`src/rtl/ucdp_hold_bank_pkg.sv`:
```
// Shared types for the hold bank: per-channel lock state.
package ucdp_hold_bank_pkg;

    typedef enum logic [0:0] {
        Open   = 1'b0,
        Locked = 1'b1
    } chstate_t;

endpackage

```
`src/rtl/ucdp_hold_chan.sv`:
```
// One hold-bank channel: lock FSM, active register, optional staging register.
module ucdp_hold_chan
    import ucdp_hold_bank_pkg::*;
#(
    parameter int unsigned          width_p  = 1,
    parameter logic [width_p-1:0]   rstval_p = '0,
    parameter bit                   transp_p = 1'b1,
    parameter bit                   shadow_p = 1'b0
) (
    input  logic                main_clk_i,
    input  logic                main_rst_i,
    input  logic                dft_mode_test_mode_i,
    input  logic                dft_mode_scan_mode_i,
    input  logic                dft_mode_scan_shift_i,
    input  logic                dft_mode_mbist_mode_i,
    input  logic                ld_i,
    input  logic [width_p-1:0]  d_i,
    input  logic                lock_i,
    input  logic                unlock_i,
    input  logic                upd_i,
    output logic [width_p-1:0]  q_o,
    output logic                locked_o,
    output logic                pend_o,
    output logic                chg_o
);

    chstate_t           state_q, state_d;
    logic               open;
    logic               accept;
    logic [width_p-1:0] act_q, act_d;
    logic [width_p-1:0] stg_q, stg_d;
    logic               pend_q, pend_d;
    logic               chg_q;

    // Only scan mode affects behaviour; the other test controls are intentionally ignored.
    logic unused_dft;
    assign unused_dft = dft_mode_test_mode_i ^ dft_mode_scan_shift_i ^ dft_mode_mbist_mode_i;

    always_ff @(posedge main_clk_i) begin
        if (main_rst_i) begin
            state_q <= Open;
        end else begin
            state_q <= state_d;
        end
    end

    // Lock takes priority when both requests arrive together.
    always_comb begin
        state_d = state_q;
        if (lock_i) begin
            state_d = Locked;
        end else if (unlock_i) begin
            state_d = Open;
        end
    end

    always_comb begin
        open     = (state_q == Open);
        locked_o = (state_q == Locked);
    end

    assign accept = ld_i && open && !main_rst_i;

    always_comb begin
        act_d  = act_q;
        stg_d  = stg_q;
        pend_d = pend_q;
        if (shadow_p) begin
            if (accept) begin
                stg_d  = d_i;
                pend_d = 1'b1;
            end
            if (upd_i) begin
                if (accept) begin
                    act_d  = d_i;
                    pend_d = 1'b0;
                end else if (pend_q) begin
                    act_d  = stg_q;
                    pend_d = 1'b0;
                end
            end
        end else if (accept) begin
            act_d = d_i;
        end
    end

    always_ff @(posedge main_clk_i) begin
        if (main_rst_i) begin
            act_q  <= rstval_p;
            stg_q  <= rstval_p;
            pend_q <= 1'b0;
            chg_q  <= 1'b0;
        end else begin
            act_q  <= act_d;
            stg_q  <= stg_d;
            pend_q <= pend_d;
            chg_q  <= (act_d != act_q);
        end
    end

    always_comb begin
        q_o = act_q;
        if (!shadow_p && transp_p && !dft_mode_scan_mode_i && accept) begin
            q_o = d_i;
        end
    end

    assign pend_o = pend_q;
    assign chg_o  = chg_q;

endmodule

```
`src/rtl/ucdp_hold_bank.sv`:
```
// Bank of independent lockable hold registers; one ucdp_hold_chan per channel.
module ucdp_hold_bank
    import ucdp_hold_bank_pkg::*;
#(
    parameter int unsigned          width_p  = 1,
    parameter int unsigned          chnum_p  = 1,
    parameter logic [width_p-1:0]   rstval_p = '0,
    parameter bit                   transp_p = 1'b1,
    parameter bit                   shadow_p = 1'b0
) (
    input  logic                        main_clk_i,
    input  logic                        main_rst_i,
    input  logic                        dft_mode_test_mode_i,
    input  logic                        dft_mode_scan_mode_i,
    input  logic                        dft_mode_scan_shift_i,
    input  logic                        dft_mode_mbist_mode_i,
    input  logic [chnum_p-1:0]          ld_i,
    input  logic [chnum_p*width_p-1:0]  d_i,
    input  logic [chnum_p-1:0]          lock_i,
    input  logic [chnum_p-1:0]          unlock_i,
    input  logic                        upd_i,
    output logic [chnum_p*width_p-1:0]  q_o,
    output logic [chnum_p-1:0]          locked_o,
    output logic [chnum_p-1:0]          pend_o,
    output logic [chnum_p-1:0]          chg_o
);

    for (genvar n = 0; n < chnum_p; n++) begin : g_chan
        ucdp_hold_chan #(
            .width_p  (width_p),
            .rstval_p (rstval_p),
            .transp_p (transp_p),
            .shadow_p (shadow_p)
        ) u_chan (
            .main_clk_i            (main_clk_i),
            .main_rst_i            (main_rst_i),
            .dft_mode_test_mode_i  (dft_mode_test_mode_i),
            .dft_mode_scan_mode_i  (dft_mode_scan_mode_i),
            .dft_mode_scan_shift_i (dft_mode_scan_shift_i),
            .dft_mode_mbist_mode_i (dft_mode_mbist_mode_i),
            .ld_i                  (ld_i[n]),
            .d_i                   (d_i[n*width_p +: width_p]),
            .lock_i                (lock_i[n]),
            .unlock_i              (unlock_i[n]),
            .upd_i                 (upd_i),
            .q_o                   (q_o[n*width_p +: width_p]),
            .locked_o              (locked_o[n]),
            .pend_o                (pend_o[n]),
            .chg_o                 (chg_o[n])
        );
    end

endmodule

```
`config.mk`:
```
export PLATFORM = sky130hd
export DESIGN_NAME = ucdp_hold_bank
export DESIGN_NICKNAME = d
export VERILOG_FILES = /design/src/rtl/ucdp_hold_bank_pkg.sv /design/src/rtl/ucdp_hold_chan.sv /design/src/rtl/ucdp_hold_bank.sv
export SDC_FILE = /design/constraint.sdc
export NUM_CORES = 1
export LEC_CHECK = 0
export ABC_AREA = 1
export ABC_CLOCK_PERIOD_IN_PS = 1500
export CAP_MARGIN = 20
export CELL_PAD_IN_SITES_DETAIL_PLACEMENT = 1
export CELL_PAD_IN_SITES_GLOBAL_PLACEMENT = 1
export CORE_AREA = 3 3 40 42
export DETAILED_ROUTE_END_ITERATION = 10
export DIE_AREA = 0 0 43 45
export DONT_BUFFER_PORTS = 1
export GPL_ROUTABILITY_DRIVEN = 0
export PLACE_DENSITY_LB_ADDON = 0.3
export SLEW_MARGIN = 10
export SYNTH_ARGS = -nofsm -noshare
export SYNTH_HDL_FRONTEND = slang
export SYNTH_SLANG_ARGS = --single-unit
```
`constraint.sdc`:
```
create_clock -name main_clk_i -period 1.5 [get_ports main_clk_i]
set_input_delay 0.15 -clock main_clk_i [delete_from_list [all_inputs] [get_ports main_clk_i]]
set_output_delay 0.15 -clock main_clk_i [all_outputs]
set_load 0.02 [all_outputs]
```
==> run metrics, run 1 <==
count of pins over their slew limit 0; row count 13; starting density of the core 0.117; total CTS buffers 3; Comb pwr share 0.077; die extent in x 43 um; Peak VDD IR 228 uV; PortBufs 0; Pre-antenna DRT Iters 1; clock buffer depth 2; initial antenna violation count 0; syn_nets 33; Synth Register Bits 3; Worst Skew 8.31 ps; WL/cell 10.4 um; Seq/Total Area, Yosys 0.400; multi-input logic area 78.8 um2; vias in the first global route 154; DRC viols 0; Reg area 60.1 um2; MaxCap Viol Count 0; endpoint class of the critical path output port; fin area 205 um2; Yosys top cell area share 0.400; CP Class flip-flop to output port; pwr/cell area 1290 mW/mm2; CTS Sinks 3; routed wire length 425 um; Final Hold Fails 0; DRT iter0 DRCs 0; Nets 38; synthesized instance count 22; total number of vias 150; pin count of the biggest net entering global routing 5; Skew-Pair Late Insertion Delay 240 ps; Die ar. 0.00194 mm2; Layout area overhead 36.7%; layout cells sized above 1 0.231; io pins 15; Yosys warnings 0; distinct cell type count after synthesis 12; total track usage 0.0575; Clock power frac 0.577; DRT antenna net count 0; Mean Syn Cell Area 6.82 um2; CTS tree yes; Reg power frac 0.346; CP required 1350 ps; Setup-failing EPs final 0; antenna cell count 0; P_leak 0.0883 nW; CP arrival 1160 ps; period utilization 0.875; Congestion Overflow GR 0; fill count 157; CTS Root Buffer Type clkbuf_4; Setup crit start kind flip-flop; Setup TNS 0 ps; hold crit path type input port to flip-flop; Post-Syn Area 150 um2; DP Wirelength 297 um; Reg clk slew, reported paths 40 ps; Psw 0.0730 mW; total core area 0.00128 mm2; Die H 45 um; RSZ-0062 raised after global routing false; Max Clk Rate 0.762 GHz; largest cells by area after synthesis dfxtp_1 (40%), nand2_1 (10%), nand4_1 (8.3%), inv_1 (7.5%), a21oi_1 (6.7%); vias per cell 3.66; PnR Total Power 0.266 mW; Final min period 1310 ps; first-pass GRT wire length 696 um; status finished clean; H-tree depth 1; Sw Ratio 0.275; post-layout util 0.160; DP Area 161 um2; largest area contributor in the netlist dfxtp_1; P_int 0.193 mW; CP max FO 4
[cells by family after synthesis]
family                 synth area share
other                            0.0250
AND/OR/NAND/NOR                   0.350
flip-flops                        0.400
AO/OA/AOI/OAI                     0.100
buffers and inverters             0.125
[worst paths after layout]
check | from | endpoint | slack [ps] | cells after the start
setup reg to reg | g_chan[0].u_chan.locked_o | g_chan[0].u_chan.act_q | 570 | 4
hold / removal | lock_i | g_chan[0].u_chan.locked_o | 40 | 2
setup / recovery | g_chan[0].u_chan.locked_o | q_o | 190 | 4
hold reg to reg | g_chan[0].u_chan.act_q | g_chan[0].u_chan.act_q | 510 | 2
[metal layers]
layer / track usage / up-vias / part of all wire
met5: 0 / - / 0
li1: - / 76 / -
met2: 0.0539 / 14 / 0.32
met3: 0.0797 / 2 / 0.26
met4: 0.0723 / 0 / 0.031
met1: 0.0458 / 58 / 0.39
[critical path, stage by stage, from the launching register on]
cell	delay, ps
dfxtp_1	400
nor2_4	180
nand2_2	70
o21ai_1	150
nand2_2	120
[power groups by stage]
stage	clock network (mW)	logic [mW]	registers, mW
final	0.153	0.0205	0.0920
after global routing	0.166	0.0241	0.0930
after CTS	0.162	0.0197	0.0914
after detailed placement	0	0.0171	0.0926
after global placement	0	0.0163	0.0924
after floorplan	0	0.0171	0.0917
[through the flow]
step	setup WS [ps]	instances	hold WS (ps)
final	187	41	45.0
after global routing	35.0	41	65.7
after CTS	95.2	41	39.1
after detailed placement	360	36	230
after global placement	382	36	222
after floorplan	436	22	219
[cell type report]
| cell class | count | share of cell area |
|---|---|---|
| inverters | 3 | 0.0549 |
| clock buffers | 4 | 0.128 |
| repair buffers | 1 | 0.0488 |
| well taps | 15 | 0.0915 |
| multi-input cells | 15 | 0.384 |
| flip-flops and latches | 3 | 0.293 |
[layout by cell type, fill, tap and decap left out, drive strengths merged]
cell and count:
nand2 5, clkbuf 4, inv 3, dfxtp 3, nor2 3, a21oi 2, nand4 2, o21ai 1
nand3 1, conb 1, dlygate4sd3 1
[Yosys cell counts (all sizes together)]
master / number
dfxtp: 3
o21ai: 1
conb: 1
nand2: 5
buf: 1
nor2: 3
nand3: 1
nand4: 2
inv: 3
a21oi: 2
[what timing repair did]
action / in CTS / in global routing
setup buffers: 0 / 0
endpoints found under the setup margin: 0 / 1
hold endpoints to repair: 2 / 0
gates resized for setup: 0 / 2
hold buffers: 1 / 0
[state kept, by name, indices dropped and copies added, names as in the netlist]
name	flops
g_chan.u_chan.act_q	1
g_chan.u_chan.chg_o	1
g_chan.u_chan.locked_o	1
Note: power is estimated with default switching activity, not from simulation.
==> inputs of run 2 (changes only) <==
- SYNTH_HIERARCHICAL: default -> 1
==> run 2 against run 1 <==
Net effect: cell area fell by 3.0%; global-route usage rose by 0.41 points; register-to-register slack got worse by 130 ps; via count is 3.3% higher; sequential power fell by 1%; clock-buffer cell count is the same.
==> run metrics, run 2 <==
status finished clean; Setup crit start kind flip-flop; Die H 45 um; end of the worst hold path g_chan[0].u_chan/locked_o; CTS Root Buffer Type clkbuf_4; Max Clk Rate 0.730 GHz; H-tree depth 1; Post-synth EDFFs 0; Post-CTS Setup Bufs 0; first-pass GRT wire length 807 um; Seq/Total Area, Yosys 0.397; CTS tree yes; most frequent cells in the layout nor2_1 (4), nand2_1 (4), clkbuf_4 (3), dfxtp_1 (3); count of pins over their slew limit 0; Die ar. 0.00194 mm2; DRT antenna net count 0; Pre-antenna DRT Iters 2; Post-Syn Area 151 um2; Inst Count DP 36; Setup-failing EPs final 0; WL/cell 10.4 um; fill count 164; distinct cell type count after synthesis 14; Congestion Overflow GR 0; starting density of the core 0.118; CTS Sinks 3; final cell count without fillers 41; DRC viols 0; pin count of the biggest net entering global routing 5; endpoint class of the critical path output port; Synth Register Bits 3; MaxCap Viol Count 0; PnR Total Power 0.253 mW; total CTS buffers 3; Crit Reg-Reg Startpoint g_chan[0].u_chan/locked_o; DP Wirelength 334 um; Final min period 1370 ps; Hold Path Cell Cnt 2; P_leak 0.0911 nW; initial antenna violation count 0; multi-input logic area 72.6 um2; post-layout util 0.155; Nets 38; pwr/cell area 1270 mW/mm2; CP arrival 1220 ps; total track usage 0.0615; Final Hold Fails 0; RSZ-0062 raised after global routing false; DP Worst Slack 367 ps; Reg area 60.1 um2; Synth Flop Type dfxtp_1; layout cells sized above 1 0.192; Skew-Pair Late Insertion Delay 230 ps; PortBufs 0; CP Class flip-flop to output port; Yosys top cell area share 0.397; syn_nets 33; ys async rst share 0; total core area 0.00128 mm2; Worst Skew 2.01 ps; Layout area overhead 31.4%; largest cells by area after synthesis dfxtp_1 (40%), nand2_1 (9.9%), nor2_1 (9.9%), nand3_2 (6.6%), buf_4 (5.0%); most instantiated cells after synthesis nand2_1 (4), nor2_1 (4), dfxtp_1 (3); DRT iter0 DRCs 1; vias in the first global route 195; hold wc startpoint lock_i; RR Endpoint g_chan[0].u_chan/chg_o; R2R cell count 5; die extent in x 43 um; Setup TNS 0 ps; synthesized instance count 22; Reg clk slew, reported paths 40 ps; row count 13; total number of vias 155; period utilization 0.913; io pins 15; Mean Syn Cell Area 6.88 um2; antenna cell count 0; vias per cell 3.78; hold crit path type input port to flip-flop; Yosys warnings 6; setup ws final 131 ps; r2r setup slk 440 ps; largest area contributor in the netlist dfxtp_1; CP required 1350 ps; clock buffer depth 2; routed wire length 426 um; Peak VDD IR 229 uV; CP max FO 4
## run 2: per-stage QoR
step | hold slack (ps) | area [um2]
finish | 47.6 | 199
global placement | 221 | 163
detailed placement | 225 | 163
floorplan | 219 | 151
global route | 73.5 | 199
CTS | 39.2 | 199
## run 2: cell families after synthesis
group | after synthesis | share of synthesized area
and+or+nand+nor | 12 | 0.388
AOI/OAI and AO/OA | 2 | 0.0661
other | 1 | 0.0248
buffers and inverters | 4 | 0.124
DFF | 3 | 0.397
## run 2: critical path, cell delays in order, from the launching register on
cell	delay, ps
dfxtp_1	440
clkinv_1	180
nand3_2	120
o21ai_1	70
nand2_1	180
## run 2: how the worst max path moves through the flow
| stage | from | endpoint | slack, ps |
|---|---|---|---|
| after global placement | g_chan[0].u_chan/locked_o | q_o | 390 |
| final | g_chan[0].u_chan/locked_o | q_o | 130 |
| after detailed placement | g_chan[0].u_chan/locked_o | q_o | 370 |
| after floorplan | g_chan[0].u_chan/locked_o | q_o | 470 |
| after global routing | g_chan[0].u_chan/locked_o | q_o | 5 |
| after CTS | g_chan[0].u_chan/locked_o | q_o | 110 |
## run 2: layout make-up
| cell class | instances | area share |
|---|---|---|
| inverter | 3 | 0.0566 |
| clock buffer | 4 | 0.132 |
| tap | 15 | 0.0943 |
| sequential | 3 | 0.302 |
| timing repair buffer | 1 | 0.0503 |
| multi-input combinational | 15 | 0.365 |
## run 2: what timing repair did
| item | CTS | global route |
|---|---|---|
| gates resized for setup | 0 | 0 |
| hold endpoints to repair | 2 | 0 |
| hold buffers | 1 | 0 |
## run 2: where the power goes
part           switching, mW  leakage, nW  total (mW)  internal [mW]
sequential           0.00638       0.0247      0.0908         0.0845
clock                 0.0412       0.0150       0.141         0.0997
combinational         0.0140       0.0514      0.0212        0.00728
## run 2: layer usage
| layer | track usage | up-vias | share of wire |
|---|---|---|---|
| met3 | 0.0598 | 0 | 0.15 |
| li1 | - | 75 | - |
| met5 | 0 | - | 0 |
| met2 | 0.0958 | 10 | 0.44 |
| met4 | 0.0361 | 0 | 0 |
| met1 | 0.0504 | 70 | 0.41 |
==> inputs of run 3 (changes only) <==
- ABC_CLOCK_PERIOD_IN_PS: 1500 -> 1360
- BUFFER_PORTS_ARGS: default -> -buffer_cell sky130_fd_sc_hd__buf_2
- DONT_BUFFER_PORTS: 1 -> default
- SYNTH_HIERARCHICAL: 1 -> default
- clock period: 1.5 -> 1.36 ns (I/O delays scaled with it)
==> run 3 against run 2 <==
Net effect: hold slack improved by 63 ps; clock skew shrank 1.5 ps; die area unchanged.
==> run metrics, run 3 (synthesis results as in run 1) <==
fin area 245 um2; RSZ-0062 raised after global routing false; total CTS buffers 3; total track usage 0.0540; Die H 45 um; endpoint class of the critical path output port; CTS Sinks 3; status finished clean; final cell count without fillers 50; Pre-antenna DRT Iters 1; Inst Count DP 45; vias per cell 3.72; final hold slack 111 ps; total core area 0.00128 mm2; CP max FO 3; Setup-failing EPs final 0; antenna cell count 0; MaxCap Viol Count 0; vias in the first global route 184; CTS Root Buffer Type clkbuf_4; Congestion Overflow GR 0; Skew-Pair Late Insertion Delay 230 ps; Nets 47; period utilization 0.903; first-pass GRT wire length 710 um; Die ar. 0.00194 mm2; pwr/cell area 1220 mW/mm2; Critical Path Slowest Stage Cell dfxtp_1; Max Clk Rate 0.815 GHz; most frequent cells in the layout buf_2 (9), nand2_1 (4), inv_1 (3), clkbuf_4 (3), dfxtp_1 (3); CP Cell Sequence nor2_4 -> nand2_2 -> nor2_1 -> nand2_1 -> nand2_1 -> buf_2; layout cells sized above 1 0.429; PnR Total Power 0.300 mW; Final min period 1230 ps; count of pins over their slew limit 0; CP arrival 1090 ps; clock buffer depth 2; most common cell after layout, fill and taps aside buf_2; Reg clk slew, reported paths 40 ps; hold crit path type input port to flip-flop; total number of vias 186; DRC viols 0; PortBufs 9; CP Class flip-flop to output port; starting density of the core 0.117; DP Wirelength 333 um; CP peak stage delay 330 ps; initial antenna violation count 0; DP Worst Slack 284 ps; routed wire length 426 um; DRT iter0 DRCs 0; Most common cell on crit path nand2_1; DP Area 206 um2; CP required 1220 ps; DRT antenna net count 0; Worst Skew 0.509 ps; Peak VDD IR 446 uV; die extent in x 43 um; Setup crit start kind flip-flop; setup ws final 133 ps; Setup TNS 0 ps; P_leak 0.128 nW; Layout area overhead 63.3%; pin count of the biggest net entering global routing 5; H-tree depth 1; Final Hold Fails 0; row count 13; io pins 15; post-layout util 0.191; CTS tree yes; WL/cell 8.52 um
## run 3: worst paths after layout
kind                             startpoint                   endpoint  slack (ps)  cells after the start
setup / recovery  g_chan[0].u_chan.locked_o                        q_o         130                      6
hold / removal                       lock_i  g_chan[0].u_chan.locked_o         110                      3
setup reg to reg  g_chan[0].u_chan.locked_o     g_chan[0].u_chan.chg_o         560                      4
hold reg to reg      g_chan[0].u_chan.act_q     g_chan[0].u_chan.act_q         500                      2
## run 3: final cells by class
type,instances,area (um2)
clock buffers,4,26.3
fillers,172,1040
inverters,3,11.3
multi-input cells,15,76.3
flip-flops and latches,3,60.1
well taps,15,18.8
repair buffers,10,52.6
## run 3: power breakdown
| group | internal [mW] | leakage [nW] | switching [mW] |
|---|---|---|---|
| clock network | 0.110 | 0.0150 | 0.0488 |
| registers | 0.0930 | 0.0247 | 0.00386 |
| logic | 0.0181 | 0.0883 | 0.0259 |
## run 3: critical path: cells and delay by family, from the launching register on
kind                   cells  cell delay (ps)
flip-flops                 1              330
buffers and inverters      1              150
AND/OR/NAND/NOR            5              360
## run 3: layer usage
metal | up-vias | track usage | wire length, um
met5 | - | 0 | 0
met4 | 0 | 0.0542 | 0
met3 | 0 | 0.0239 | 66
met2 | 11 | 0.0778 | 173
met1 | 80 | 0.0576 | 186
li1 | 95 | - | -
## run 3: what timing repair did
action	CTS	global route
buffers inserted	0	1
endpoints found under the setup margin	0	1
hold buffers	0	0
gates resized for setup	0	1
